[src/rtl/rf_write_arbiter.sv]
// rtl/rf_write_arbiter.sv - round-robin sharing of the rf write port between two writeback requesters
// Build option: define RF_BYPASS_EN to forward the pending write onto BusA_out/BusB_out.
module rf_write_arbiter #(
  parameter int DW    = 32,
  parameter int AW    = 5,
  parameter int CNT_W = 16
) (
  input  logic             Clk,
  input  logic             Resetb,
  input  logic             req0_valid,
  input  logic [AW-1:0]    req0_addr,
  input  logic [DW-1:0]    req0_data,
  output logic             req0_ready,
  input  logic             req1_valid,
  input  logic [AW-1:0]    req1_addr,
  input  logic [DW-1:0]    req1_data,
  output logic             req1_ready,
  output logic [AW-1:0]    RW,
  output logic [DW-1:0]    BusW,
  output logic             RegWr,
  input  logic [AW-1:0]    RA_in,
  input  logic [AW-1:0]    RB_in,
  input  logic [DW-1:0]    BusA_rf,
  input  logic [DW-1:0]    BusB_rf,
  output logic [DW-1:0]    BusA_out,
  output logic [DW-1:0]    BusB_out,
  output logic [CNT_W-1:0] stall_cnt,
  output logic [CNT_W-1:0] zero_wr_cnt
);

  localparam logic [CNT_W-1:0] CntOne = CNT_W'(1);
  localparam logic [CNT_W-1:0] CntMax = '1;

  logic          slot0Valid, slot1Valid;
  logic [AW-1:0] slot0Addr, slot1Addr;
  logic [DW-1:0] slot0Data, slot1Data;
  logic          lastGrant;

  logic          grant0, grant1, anyGrant, bothValid;
  logic          accept0, accept1;
  logic [AW-1:0] grantAddr;
  logic [DW-1:0] grantData;

  // Under contention the requester that did not win last time goes first.
  always_comb begin
    bothValid = slot0Valid & slot1Valid;
    grant0    = slot0Valid & (~slot1Valid | lastGrant);
    grant1    = slot1Valid & (~slot0Valid | ~lastGrant);
    anyGrant  = grant0 | grant1;
    grantAddr = grant1 ? slot1Addr : slot0Addr;
    grantData = grant1 ? slot1Data : slot0Data;
  end

  assign req0_ready = Resetb & (~slot0Valid | grant0);
  assign req1_ready = Resetb & (~slot1Valid | grant1);
  assign accept0    = req0_valid & req0_ready;
  assign accept1    = req1_valid & req1_ready;

  always_ff @(posedge Clk or negedge Resetb) begin
    if (!Resetb) begin
      slot0Valid <= 1'b0;
      slot0Addr  <= '0;
      slot0Data  <= '0;
    end else if (accept0) begin
      slot0Valid <= 1'b1;
      slot0Addr  <= req0_addr;
      slot0Data  <= req0_data;
    end else if (grant0) begin
      slot0Valid <= 1'b0;
    end
  end

  always_ff @(posedge Clk or negedge Resetb) begin
    if (!Resetb) begin
      slot1Valid <= 1'b0;
      slot1Addr  <= '0;
      slot1Data  <= '0;
    end else if (accept1) begin
      slot1Valid <= 1'b1;
      slot1Addr  <= req1_addr;
      slot1Data  <= req1_data;
    end else if (grant1) begin
      slot1Valid <= 1'b0;
    end
  end

  always_ff @(posedge Clk or negedge Resetb) begin
    if (!Resetb) begin
      lastGrant <= 1'b1;
    end else if (anyGrant) begin
      lastGrant <= grant1;
    end
  end

  // A granted write to $0 still retires the slot but never reaches the rf.
  always_ff @(posedge Clk or negedge Resetb) begin
    if (!Resetb) begin
      RW    <= '0;
      BusW  <= '0;
      RegWr <= 1'b0;
    end else if (anyGrant) begin
      RW    <= grantAddr;
      BusW  <= grantData;
      RegWr <= (grantAddr != '0);
    end else begin
      RegWr <= 1'b0;
    end
  end

  always_ff @(posedge Clk or negedge Resetb) begin
    if (!Resetb) begin
      stall_cnt   <= '0;
      zero_wr_cnt <= '0;
    end else begin
      if (bothValid && (stall_cnt != CntMax)) begin
        stall_cnt <= stall_cnt + CntOne;
      end
      if (anyGrant && (grantAddr == '0) && (zero_wr_cnt != CntMax)) begin
        zero_wr_cnt <= zero_wr_cnt + CntOne;
      end
    end
  end

`ifdef RF_BYPASS_EN
  // Forward the write that the rf commits on the coming edge.
  always_comb begin
    BusA_out = BusA_rf;
    BusB_out = BusB_rf;
    if (RegWr && (RW == RA_in) && (RA_in != '0)) begin
      BusA_out = BusW;
    end
    if (RegWr && (RW == RB_in) && (RB_in != '0)) begin
      BusB_out = BusW;
    end
  end
`else
  logic unusedReadAddr;
  assign unusedReadAddr = ^{RA_in, RB_in};
  assign BusA_out = BusA_rf;
  assign BusB_out = BusB_rf;
`endif

endmodule

[config.mk]
export PLATFORM = sky130hd
export DESIGN_NAME = rf_write_arbiter
export DESIGN_NICKNAME = d
export VERILOG_FILES = /design/src/rtl/rf_write_arbiter.sv
export SDC_FILE = /design/constraint.sdc
export NUM_CORES = 1
export LEC_CHECK = 0
export ABC_AREA = 1
export BUFFER_PORTS_ARGS = -buffer_cell sky130_fd_sc_hd__buf_4
export CAP_MARGIN = 20
export CORE_MARGIN = 1.5
export CORE_UTILIZATION = 52
export DETAILED_ROUTE_END_ITERATION = 6
export HOLD_SLACK_MARGIN = 0.12
export PLACE_DENSITY = 0.9
export SLEW_MARGIN = 20
export SYNTH_ARGS = -nofsm -noshare
export SYNTH_HDL_FRONTEND = slang
export SYNTH_SLANG_ARGS = --single-unit
[constraint.sdc]
create_clock -name Clk -period 2.7 [get_ports Clk]
set_input_delay 0 -clock Clk [delete_from_list [all_inputs] [get_ports Clk]]
set_output_delay 0 -clock Clk [all_outputs]
set_load 0.005 [all_outputs]
Word-level counts from Yosys, hierarchy flattened
Index checks and enable logic that the tools add are counted.
Widths: inputs -> output; s select.
- register bits: 147
- input bits: 152
- output and inout port bits: 136
- logic and storage cells: 45
- $add $sub $neg: 2
- equality and inequality tests: 2
- muxes and demuxes: 7
- bitwise logic cells: 15
- reductions and logical operators: 7
- operator list (operator ; count):
    $add 16x1->16 const B ; 2
    $mux 32 ; 1
    $ne 16x16->1 const B ; 2
    $and 1x1->1 ; 7
    $logic_not 5->1 ; 1
    $mux 1 ; 5
    $mux 5 ; 1
    $or 1x1->1 ; 5
    $reduce_bool 5->1 ; 1
    $reduce_bool 2->1 ; 2
    $logic_and 1x1->1 ; 3
    $not 1->1 ; 3

Logic depth before layout (Yosys ltp)
- depth in word-level cells: 7
- mapped depth: 11
- mapped depth without buffers: 10

Worst setup path after synthesis
Ideal clock, no wire load.
- path kind: register to register
- start point: reg lastGrant
- end point: reg slot1Addr[0]
- setup time: 0.125 ns
- data arrival time: 1.520 ns
- data required time: 2.575 ns
- path slack: 1.055 ns
- cell stages (with the launch flop): 9
- path buffers: 1
- clock period less this slack: 1.645 ns
- cell sequence: dfstp_2 nand2_2 inv_1 nand2_1 nand2_1 inv_1 nand2_1 buf_2 mux2_2
- word-level cells in the longest chain between the ends: 6
- ends and longest elaborated chain (element ; line ; RTL):
    start: declaration ; 37 ; logic lastGrant;
    start signal: assignment ; 91 ; lastGrant <= grant1;
    $not 1->1 ; 48 ; grant1 = slot1Valid & (~slot0Valid | ~lastGrant);
    $or 1x1->1 ; 48 ;
    $and 1x1->1 ; 48 ;
    $or 1x1->1 ; 55 ; assign req1_ready = Resetb & (~slot1Valid | grant1);
    $and 1x1->1 ; 55 ;
    via req1_ready ; 17 ; output logic req1_ready,
    $and 1x1->1 ; 57 ; assign accept1 = req1_valid & req1_ready;
    end signal: assignment ; 80 ; slot1Addr <= req1_addr;
    end: declaration ; 35 ; logic [AW-1:0] slot0Addr, slot1Addr;
The timed path passes the listed nets, and every way through them passes these cells.
A chain may end at the register's enable or synchronous reset.

Worst setup path after layout
- start point: reg lastGrant
- end point: reg slot1Addr[2]
- word-level cells in the longest chain between the ends: 6
- ends and longest elaborated chain (element ; line):
    $not 1->1 ; 48
    $or 1x1->1 ; 48
    $and 1x1->1 ; 48
    $or 1x1->1 ; 55
    $and 1x1->1 ; 55
    $and 1x1->1 ; 57
Every way passes these cells.

==> flow_summary.toml <==
[power_and_ir_drop]
pwr-share-comb = 0.226
p_clk_frac = 0.339
power_switching_uw = 1920
p_seq_frac = 0.435
switching_share = 0.290
power_density_nw_per_um2 = 656
internal_power_uw = 4690
ir_drop_uv = 570
leakagePower_uw = 0.00477

[timing]
hold_viol = 0
timing.slew.headroom = 0.286
maxSlewViolCount = 0
finClkSkew_ps = 9.23
fin_hold_ws_ps = 333
fin_crit_sh = 0.953
tns_ps = 0
tightest_slew_ps = 1060
setup_viol = 0
period_needed_ps = 2570
fmax_mhz = 389
rsz0062_at_grt = "false"

[detailed_routing]
via_per_inst = 5.33
vias = 6179
wl_per_cell_um = 17.9
routed_wl_um = 20800
route.detailed.drc = 0
drtIter0Drc = 403
drt_pass1_iterations = 7
antenna_left = 0

[synthesis]
synth-seq-cells = 147
yosysUniqueCellTypes = 26
synth_top_cell_by_area = "dfrtp_1"
yosysMostFrequentCell = "nand2_1"
synth_ff_type = "dfrtp_1"
yosys.area.top_type_share = 0.521
synthesis.nets = 878
syn_area_per_cell_um2 = 9.69
synth-edff-count = 0
synth_cells = 724
synth_common_cells = "nand2_1 (172), dfrtp_1 (146), nor2_1 (78), buf_4 (68), mux2_2 (66)"
ys_async_sr_fraction = 1.00
ys.warnings.count = 0
synth_area_leaders = "dfrtp_1 (52%), mux2_2 (11%), nand2_1 (9.2%)"
netlist_area_um2 = 7010
synth_seq_area_share = 0.525

[die]
die_w_um = 119
coreArea_um2 = 13200
placementRows = 42
die_y_um = 119
initial_core_util = 0.532
io_pins = 288
dieArea_um2 = 14200

[setup_path]
path_max_fanout = 11
worstSetupEndpointType = "register"
worstSetupPathType = "register to register"
crit_arrival_ps = 2930
critPathRequiredTime_ps = 3060
crit_chain = "nand2_4 -> inv_1 -> nand2_1 -> nand2_1 -> inv_2 -> nand2_4 -> buf_12 -> nor2_1 -> dlygate4sd3_1 -> a21oi_1 -> dlygate4sd3_1"
critPathLaunchType = "register"
rrSetupSlack_ps = 130
max_stage_delay_ps = 560
crit_slowest_cell = "dfstp_2"

[clocking]
numClockSinks = 147
clockRootBuffer = "clkbuf_16"
cts_htree_levels = 4
cts_tree = "yes"
cts_max_path_buffers = 2
cts_buffers = 17
clk_latency_ps = 420
clkSlewWorstSetupHoldPaths_ps = 60

[global_route]
grt_pass1_wl_um = 31100
antenna_found_initial = 1
globalRouteTotalUtil = 0.283
grt_overflow = 0
grt_max_degree = 114
grt_pass1_vias = 6219

[place]
place.port_buffers = 149
hpwl_um = 10700
dpl_cell_area_um2 = 7830
gp_congestion = 0.813

[layout]
final_nets = 1125
drive_gt1_frac = 0.280
stdcell_area_um2 = 10100
area_delta_synth_final_pct = 43.7

[flow_run]
max_cap_viol_count = 0

[worst_hold_path]
holdCritPathClass = "input port to async pin"

[run_status]
status = "finished clean"
==> critical path: cells and delay by family, from the launching register on <==
kind	cells	cell delay, ps
buffers and inverters	5	1430
AO/OA/AOI/OAI	1	120
flip-flops	1	560
AND/OR/NAND/NOR	5	400
==> stage by stage <==
stage	total power, µW	utilization	instances	setup WS [ps]
2_1_floorplan	3470	-	724	1050
3_3_place_gp	3970	0.594	963	654
3_5_place_dp	4040	0.594	963	529
4_1_cts	6470	0.755	1151	61.1
5_1_grt	6890	0.764	1160	14.1
6_report	6610	0.764	1160	127
==> final timing paths <==
kind | to | from | depth (start not counted)
setup / recovery | slot1Addr[2] | lastGrant | 11
hold / removal | lastGrant | Resetb | 3
setup reg to reg | slot1Addr[2] | lastGrant | 11
hold reg to reg | RW[4] | RW[4] | 2
max in group asynchronous | BusW[10] | Resetb | 4
min in group Clk | slot1Data[10] | req1_data[10] | 3
==> cell families after synthesis <==
group	Yosys count	synth area share
compound gates	50	0.0417
xor+xnor	22	0.0275
fa+ha+maj	2	0.00357
buf+inv	129	0.109
flops	147	0.525
mux	66	0.106
simple gates	308	0.187
==> layout make-up <==
| type | count | area [µm²] |
|---|---|---|
| antenna | 1 | 2.50 |
| clock buffer | 20 | 447 |
| clock inverter | 11 | 104 |
| fill | 784 | 3110 |
| inverter | 36 | 135 |
| multi-input combinational | 448 | 2590 |
| sequential | 147 | 3680 |
| tap | 176 | 220 |
| timing repair buffer | 321 | 2900 |
==> placed cells by master (no fill, tap or decap), types with 2 or more instances in the layout <==
| cell | Yosys | layout |
|---|---|---|
| nand3b_1 | 4 | 4 |
| clkinv_2 | 0 | 3 |
| buf_12 | 0 | 5 |
| a31oi_1 | 32 | 32 |
| dfrtp_1 | 146 | 146 |
| inv_2 | 2 | 3 |
| nand2_2 | 6 | 5 |
| inv_6 | 0 | 4 |
| nand3_4 | 2 | 2 |
| mux2_2 | 66 | 66 |
| nand4_1 | 22 | 22 |
| dlygate4sd3_1 | 0 | 155 |
| xnor2_1 | 5 | 5 |
| ha_1 | 2 | 2 |
| nand2_4 | 0 | 3 |
| clkbuf_1 | 12 | 2 |
| clkbuf_16 | 0 | 19 |
| nand3_1 | 18 | 18 |
| nor3_1 | 5 | 5 |
| o21ai_0 | 9 | 9 |
| xor2_1 | 17 | 17 |
| a21oi_1 | 8 | 8 |
| nand2_1 | 172 | 170 |
| inv_1 | 34 | 32 |
| clkinvlp_4 | 0 | 2 |
| nor2_1 | 78 | 78 |
| buf_4 | 68 | 157 |
==> state kept, by name, indices dropped and copies added (netlist names) <==
signal and cells:
stall_cnt 16, slot1Valid 1, lastGrant 1, zero_wr_cnt 16, RegWr 1, slot1Data 32, BusW 32, slot1Addr 5
slot0Data 32, RW 5, slot0Addr 5, slot0Valid 1
==> power groups by stage <==
stage / combinational [µW] / sequential, µW / clock, µW
final: 1490 / 2870 / 2240
after global routing: 1620 / 2900 / 2360
after CTS: 1390 / 2830 / 2250
after detailed placement: 1180 / 2870 / 0
after global placement: 1130 / 2840 / 0
after floorplan: 651 / 2820 / 0
==> layer usage <==
metal,vias up,GRT usage,part of all wire
li1,2802,-,-
met1,2989,0.307,0.37
met2,334,0.507,0.52
met3,54,0.0948,0.080
met4,0,0.110,0.028
met5,-,0,0
==> timing repair <==
item | 4_1_cts | 5_1_grt
hold buffers | 157 | 0
gates resized for setup | 0 | 5
hold endpoints to repair | 287 | 0
setup buffers | 0 | 6
setup endpoints to repair | 0 | 6
Note: power is estimated with default switching activity, not from simulation.
